## config.mk

```make
export PLATFORM = sky130hd
export DESIGN_NAME = dfx_scan_chain_ctl_flat
export DESIGN_NICKNAME = d
export VERILOG_FILES = /design/src/rtl/dfx_scan_chain_ctl_pkg.sv /design/src/rtl/dfx_scan_chain_ctl_if.sv /design/src/rtl/dfx_scan_chain_ctl_cell.sv /design/src/rtl/dfx_scan_chain_ctl.sv /design/src/flat_wrapper.sv
export SDC_FILE = /design/constraint.sdc
export NUM_CORES = 1
export LEC_CHECK = 0
export ABC_AREA = 1
export CORE_MARGIN = 5
export CORE_UTILIZATION = 33
export CTS_CLUSTER_DIAMETER = 60
export DETAILED_ROUTE_END_ITERATION = 10
export HOLD_SLACK_MARGIN = 0.12
export PLACE_DENSITY_LB_ADDON = 0.3
export SYNTH_ARGS = -nofsm -noshare
export SYNTH_HDL_FRONTEND = slang
export SYNTH_SLANG_ARGS = --single-unit
```

## constraint.sdc

```tcl
create_clock -name rclk -period 1.3 [get_ports rclk]
set_input_delay 0.26 -clock rclk [delete_from_list [all_inputs] [get_ports rclk]]
set_output_delay 0.26 -clock rclk [all_outputs]
set_load 0.05 [all_outputs]
```

## src/rtl/dfx_scan_chain_ctl_pkg.sv

```systemverilog
// Shared definitions for the scan chain controller: FSM encoding and the default inversion mask.
package dfx_pkg;

    typedef enum logic [2:0] {
        ST_IDLE,
        ST_SHIFT_IN,
        ST_CAPTURE,
        ST_SHIFT_OUT,
        ST_DONE
    } dfxState_t;

    localparam int MAX_WIDTH = 64;

    // Every cell except cell 0 inverts its functional input.
    function automatic logic [MAX_WIDTH-1:0] defaultInvMask(input int width);
        logic [MAX_WIDTH-1:0] m;
        m = '0;
        for (int k = 1; k < width && k < MAX_WIDTH; k++) m[k] = 1'b1;
        return m;
    endfunction

endpackage

```

## src/rtl/dfx_scan_chain_ctl_if.sv

```systemverilog
// Test-access and chain-observation signals of the scan chain controller.
interface dfx_scan_chain_ctl_if #(
    parameter int WIDTH = 8
);
    logic             rD;
    logic             rSE;
    logic             rSD;
    logic             rStart;
    logic [WIDTH-1:0] rPattern;
    logic [WIDTH-1:0] rExpect;
    logic [WIDTH-1:0] rQ;
    logic             rSO;
    logic             rBusy;
    logic             rDone;
    logic             rPass;
    logic [WIDTH-1:0] rCapture;

    modport master (
        output rD, rSE, rSD, rStart, rPattern, rExpect,
        input  rQ, rSO, rBusy, rDone, rPass, rCapture
    );

    modport slave (
        input  rD, rSE, rSD, rStart, rPattern, rExpect,
        output rQ, rSO, rBusy, rDone, rPass, rCapture
    );
endinterface

```

## src/rtl/dfx_scan_chain_ctl_cell.sv

```systemverilog
// Single mux-D scan flop: SE selects scan-in over functional D; one-cycle latency.
module dfx_scan_cell (
    input  logic clk,
    input  logic rst_n,
    input  logic SE,
    input  logic SD,
    input  logic D,
    output logic Q
);
    always_ff @(posedge clk or negedge rst_n) begin
        if (!rst_n) Q <= 1'b0;
        else        Q <= SE ? SD : D;
    end
endmodule

```

## src/rtl/dfx_scan_chain_ctl.sv

```systemverilog
// WIDTH-cell scan chain with a load/capture/unload test controller; a full auto test takes 2*WIDTH+2 cycles.
// External scan and start requests are ignored while a test is running.
module dfx_scan_chain_ctl
    import dfx_pkg::*;
#(
    parameter int               WIDTH    = 8,
    parameter logic [WIDTH-1:0] INV_MASK = WIDTH'(defaultInvMask(WIDTH))
) (
    input logic                 rclk,
    input logic                 rrst_n,
    dfx_scan_chain_ctl_if.slave bus
);
    localparam int             CNT_W = $clog2(WIDTH + 1);
    localparam logic [CNT_W-1:0] LAST = CNT_W'(WIDTH - 1);

    dfxState_t        state;
    logic [CNT_W-1:0] cnt;
    logic [WIDTH-1:0] patLat;
    logic [WIDTH-1:0] expLat;
    logic [WIDTH-1:0] capture;
    logic             pass;
    logic             done;
    logic             busy;
    logic             soQ;

    logic [WIDTH-1:0] chainQ;
    logic [WIDTH-1:0] funcD;
    logic [WIDTH-1:0] scanD;
    logic             chainSE;
    logic             chainSD;

    assign funcD = {chainQ[WIDTH-2:0], bus.rD} ^ INV_MASK;
    assign scanD = {chainQ[WIDTH-2:0], chainSD};

    for (genvar k = 0; k < WIDTH; k++) begin : gCell
        dfx_scan_cell uCell (
            .clk   (rclk),
            .rst_n (rrst_n),
            .SE    (chainSE),
            .SD    (scanD[k]),
            .D     (funcD[k]),
            .Q     (chainQ[k])
        );
    end

    // Outside IDLE the chain keeps shifting zeros except for the single capture cycle.
    always_comb begin
        chainSE = 1'b1;
        chainSD = 1'b0;
        case (state)
            ST_IDLE: begin
                chainSE = bus.rSE;
                chainSD = bus.rSD;
            end
            ST_SHIFT_IN: chainSD = patLat[WIDTH-1];
            ST_CAPTURE:  chainSE = 1'b0;
            default: ;
        endcase
    end

    always_ff @(posedge rclk or negedge rrst_n) begin
        if (!rrst_n) begin
            state   <= ST_IDLE;
            cnt     <= '0;
            patLat  <= '0;
            expLat  <= '0;
            capture <= '0;
            pass    <= 1'b0;
            done    <= 1'b0;
            busy    <= 1'b0;
            soQ     <= 1'b0;
        end else begin
            soQ  <= chainQ[WIDTH-1];
            done <= 1'b0;
            case (state)
                ST_IDLE: begin
                    if (bus.rStart) begin
                        patLat <= bus.rPattern;
                        expLat <= bus.rExpect;
                        cnt    <= '0;
                        busy   <= 1'b1;
                        state  <= ST_SHIFT_IN;
                    end
                end
                ST_SHIFT_IN: begin
                    // Pattern copy shifts left so its MSB always feeds the chain next.
                    patLat <= patLat << 1;
                    if (cnt == LAST) begin
                        cnt   <= '0;
                        state <= ST_CAPTURE;
                    end else begin
                        cnt <= cnt + CNT_W'(1);
                    end
                end
                ST_CAPTURE: begin
                    capture <= funcD;
                    pass    <= (funcD == expLat);
                    state   <= ST_SHIFT_OUT;
                end
                ST_SHIFT_OUT: begin
                    if (cnt == LAST) begin
                        cnt   <= '0;
                        done  <= 1'b1;
                        state <= ST_DONE;
                    end else begin
                        cnt <= cnt + CNT_W'(1);
                    end
                end
                ST_DONE: begin
                    busy  <= 1'b0;
                    state <= ST_IDLE;
                end
                default: state <= ST_IDLE;
            endcase
        end
    end

    assign bus.rQ       = chainQ;
    assign bus.rSO      = soQ;
    assign bus.rBusy    = busy;
    assign bus.rDone    = done;
    assign bus.rPass    = pass;
    assign bus.rCapture = capture;
endmodule

```

## src/flat_wrapper.sv

```systemverilog
// flat-port wrapper written by rule: the top's interface ports become plain ports
module dfx_scan_chain_ctl_flat import dfx_pkg::*;
#(
    parameter int               WIDTH    = 8,
    parameter logic [WIDTH-1:0] INV_MASK = WIDTH'(defaultInvMask(WIDTH))
)
  (rclk, rrst_n, bus_rD, bus_rSE, bus_rSD, bus_rStart, bus_rPattern, bus_rExpect, bus_rQ, bus_rSO, bus_rBusy, bus_rDone, bus_rPass, bus_rCapture);
  dfx_scan_chain_ctl_if #(.WIDTH(WIDTH)) bus_i ();
  input logic rclk;
  input logic rrst_n;
  input wire logic [$bits(bus_i.rD)-1:0] bus_rD;
  input wire logic [$bits(bus_i.rSE)-1:0] bus_rSE;
  input wire logic [$bits(bus_i.rSD)-1:0] bus_rSD;
  input wire logic [$bits(bus_i.rStart)-1:0] bus_rStart;
  input wire logic [$bits(bus_i.rPattern)-1:0] bus_rPattern;
  input wire logic [$bits(bus_i.rExpect)-1:0] bus_rExpect;
  output wire logic [$bits(bus_i.rQ)-1:0] bus_rQ;
  output wire logic [$bits(bus_i.rSO)-1:0] bus_rSO;
  output wire logic [$bits(bus_i.rBusy)-1:0] bus_rBusy;
  output wire logic [$bits(bus_i.rDone)-1:0] bus_rDone;
  output wire logic [$bits(bus_i.rPass)-1:0] bus_rPass;
  output wire logic [$bits(bus_i.rCapture)-1:0] bus_rCapture;
  assign bus_i.rD = bus_rD;
  assign bus_i.rSE = bus_rSE;
  assign bus_i.rSD = bus_rSD;
  assign bus_i.rStart = bus_rStart;
  assign bus_i.rPattern = bus_rPattern;
  assign bus_i.rExpect = bus_rExpect;
  assign bus_rQ = bus_i.rQ;
  assign bus_rSO = bus_i.rSO;
  assign bus_rBusy = bus_i.rBusy;
  assign bus_rDone = bus_i.rDone;
  assign bus_rPass = bus_i.rPass;
  assign bus_rCapture = bus_i.rCapture;
  dfx_scan_chain_ctl #(.WIDTH(WIDTH), .INV_MASK(INV_MASK)) u_core (.rclk(rclk), .rrst_n(rrst_n), .bus(bus_i));
endmodule
```

==> results by group <==
Global route
  • Pin count of the biggest net entering global routing: 44
  • Met2 usage: 17.9%
  • Vias in the first global route: 1,420
  • Most Crowded Layer GR: met2
  • GRT overflow: 0
  • Met1 Use GR: about an eighth
  • Initial antenna violation count: 0
  • First-pass GRT wire length: approximately 6300 um
  • Total Routing Usage GR: between 10% and 20%
  • Met3 Use GR: under 10%

Job
  • Max_cap viols: 0

Critical path
  • Critical path class: reg2out
  • Worst path cell trace: buf_4, buf_12
  • CP max FO: 4
  • WP data required: 1.04 ns
  • CP Launch Type: flip-flop
  • Worst path arrival time: about 0.96 ns
  • CP max-delay cell: dfrtp_1
  • CP peak stage delay: around 0.38 ns
  • CP Capture Type: output port

Synth
  • Dominant cells by area after synthesis: dfrtp_1, nand2_1, nand3_1
  • Main synth FF type: dfrtp_1
  • Yosys top cell by area: dfrtp_1
  • Count of different cell masters after synthesis: 23
  • Flops & latches, synth: 43
  • Top-area cell type share of the netlist area: a little over half
  • Synthesized cell area: slightly below 2000 um^2
  • Most common cell in the netlist: nand2_1
  • Synth cell count leaders: nand2_1, dfrtp_1, nand3_1, inv_1, o21ai_0
  • Sequential cell area fraction in the yosys report: 54.6%
  • Async set or reset register ratio after synthesis: 100%
  • Synth Instances: between 200 and 250
  • EDFF count, synth: 0
  • Yosys warning total: 0
  • Synthesized Nets: 240
  • Avg Cell Area, Syn: around 9 um^2

Power
  • Sw Share: between 40% and 50%
  • Register share of total power: about a third
  • PwrDens: between 2000 and 3000 nW/um^2
  • Total Power: about 7.6 mW
  • Leak: about 1.4 nW
  • Part of the power in the clock network: roughly 11%
  • P_sw: 3.27 mW
  • Internal Power: around 4.3 mW
  • Worst VDD drop: 1540 uV
  • Comb pwr share: roughly 56%

Clocking
  • Clock transition at path regs: 0.07 ns
  • Clk Latency, worst-skew pair: approximately 0.29 ns
  • Clk sinks: 43
  • Deepest clock path buffer count: 2
  • TritonCTS clock tree: done
  • Root Buffer: clkbuf_8
  • CTS buffer count: 5
  • CTS H-tree lvls: 2

Placed design
  • DP Cell Count: 335
  • Port buffer count: 41
  • Dpl hpwl: about 2900 um
  • GPL Wtd Cong: between 0.7 and 0.8
  • Area after DPL: ~2700 um^2

Cells and area
  • Storage element area: 1080 um^2
  • Non-filler cells, final: ~340
  • Layout fillers: 524
  • Area grow syn2layout: 41.9%
  • Share of cells above drive strength 1: 20.1%
  • Final Instance Area: between 2000 and 3000 um^2
  • Antenna fix cells: 0
  • Final nets: slightly below 300
  • Multi-input logic area: between 700 and 800 um^2
  • Post-layout util: between 40% and 50%

Timing
  • Fmax: about 800 MHz
  • Fin crit share: 93.8%
  • Worst Skew: 0.00538 ns
  • Slew HR: between 80% and 90%
  • RSZ-0062 raised after global routing: no
  • Setup TNS: 0 ns
  • # setup viols final: 0
  • Fin crit period: roughly 1.2 ns
  • Count of final hold-check violations: 0
  • Max-slew violations: 0
  • Least-Margin Pin Slew: 0.229 ns

Floorplan
  • Core box area: ~5900 um^2
  • Initial Util: roughly 34%
  • Top Ports: 42
  • Die area: around 7600 um^2
  • Height of the die: slightly below 90 um
  • Width of the die: around 87 um
  • FP Rows: 28

Routing
  • Initial DRT Pass Iterations: 4
  • Routed len/inst: 11.1 um
  • Initial DRC Count: just under 80
  • Vias per inst: about 4.4
  • DRC: 0
  • Routed WL: 3830 um
  • Routed Antenna Nets: 0
  • Via count: roughly 1,500

Status
  • Status: completed

Hold path
  • Hold crit path type: reg2reg
timing repair:
item | CTS | global route
hold buffers | 1 | 0
endpoints found under the setup margin | 0 | 11
setup buffers | 0 | 1
hold endpoints to repair | 43 | 0
resized for setup | 0 | 5
layout make-up:
class / instances / share of cell area [%]
well taps: 75 / 3.35
inverters: 21 / 3.26
clock buffers: 6 / 2.95
clock inverters: 1 / 0.179
repair buffers: 56 / 26.2
flip-flops and latches: 43 / 38.5
multi-input cells: 142 / 25.5
per-layer routing:
layer  share of wire (%)  vias up  wire length (um)
met5                   0        -                 0
met4                 1.3        0                50
met3                 5.8        5               222
met2                  48       34              1860
met1                  44      678              1700
li1                    -      781                 -
critical path, delay by kind of cell, from the launching register on:
family | cells | cell delay (ns)
DFF | 1 | 0.38
buffers and inverters | 2 | 0.29
state kept, by name, indices dropped and copies added (netlist names), 3 cells and up:
name / count
u_core.bus.rCapture: 8
u_core.cnt: 4
u_core.patLat: 8
u_core.state: 3
u_core.gCell.uCell.Q: 8
u_core.expLat: 8
kinds of logic after synthesis:
group	synth area share (%)
adder cells (fa/ha/maj)	0.634
buffers and inverters	9.71
AO/OA/AOI/OAI	5.65
AND/OR/NAND/NOR	24.6
XOR/XNOR	4.89
flip-flops	54.6
path summary, 6_finish.rpt:
| path | startpoint | to | slack, ns | cells after the start |
|---|---|---|---|---|
| max | u_core.gCell[5].uCell.Q$_DFF_PN0_ | bus_rQ[5] | 0.08 | 2 |
| min | u_core.gCell[7].uCell.Q$_DFF_PN0_ | u_core.bus.rSO$_DFF_PN0_ | 0.44 | 0 |
| max reg2reg | u_core.state[2]$_DFFE_PN0P_ | u_core.state[1]$_DFFE_PN0P_ | 0.09 | 6 |
| min reg2reg | u_core.gCell[7].uCell.Q$_DFF_PN0_ | u_core.bus.rSO$_DFF_PN0_ | 0.44 | 0 |
| max in group asynchronous | rrst_n | u_core.state[2]$_DFFE_PN0P_ | 0.61 | 3 |
| min in group asynchronous | rrst_n | u_core.gCell[7].uCell.Q$_DFF_PN0_ | 0.47 | 3 |
power groups by stage:
stage	sequential, mW	clock [mW]	combinational [mW]
5_1_grt	2.55	0.928	4.62
4_1_cts	2.48	0.877	4.28
6_report	2.48	0.841	4.27
3_5_place_dp	2.50	0	4.27
2_1_floorplan	2.84	0	2.18
3_3_place_gp	2.49	0	4.21
cell usage in the layout (no fill, tap or decap), drive strengths merged:
master,synthesis,layout
xnor2,4,4
ha,1,1
clkbuf,0,6
nand3,22,22
o21ai,19,19
dlygate4sd3,0,1
buf,11,35
nand2,74,74
dfrtp,43,43
inv,21,21
nor2,10,10
clkinv,0,1
clkdlybuf4s50,0,20
a21oi,2,2
o22ai,1,1
xor2,7,7
nor3,1,1
or2,1,1
per-stage QoR:
stage	hold slack [ns]	setup WS, ns
2_1_floorplan	-0.0356	0.140
3_3_place_gp	0.254	-0.0801
3_5_place_dp	0.254	-0.116
4_1_cts	0.445	0.0554
5_1_grt	0.449	0.00474
6_report	0.441	0.0802
(Power assumes the default switching activity.)
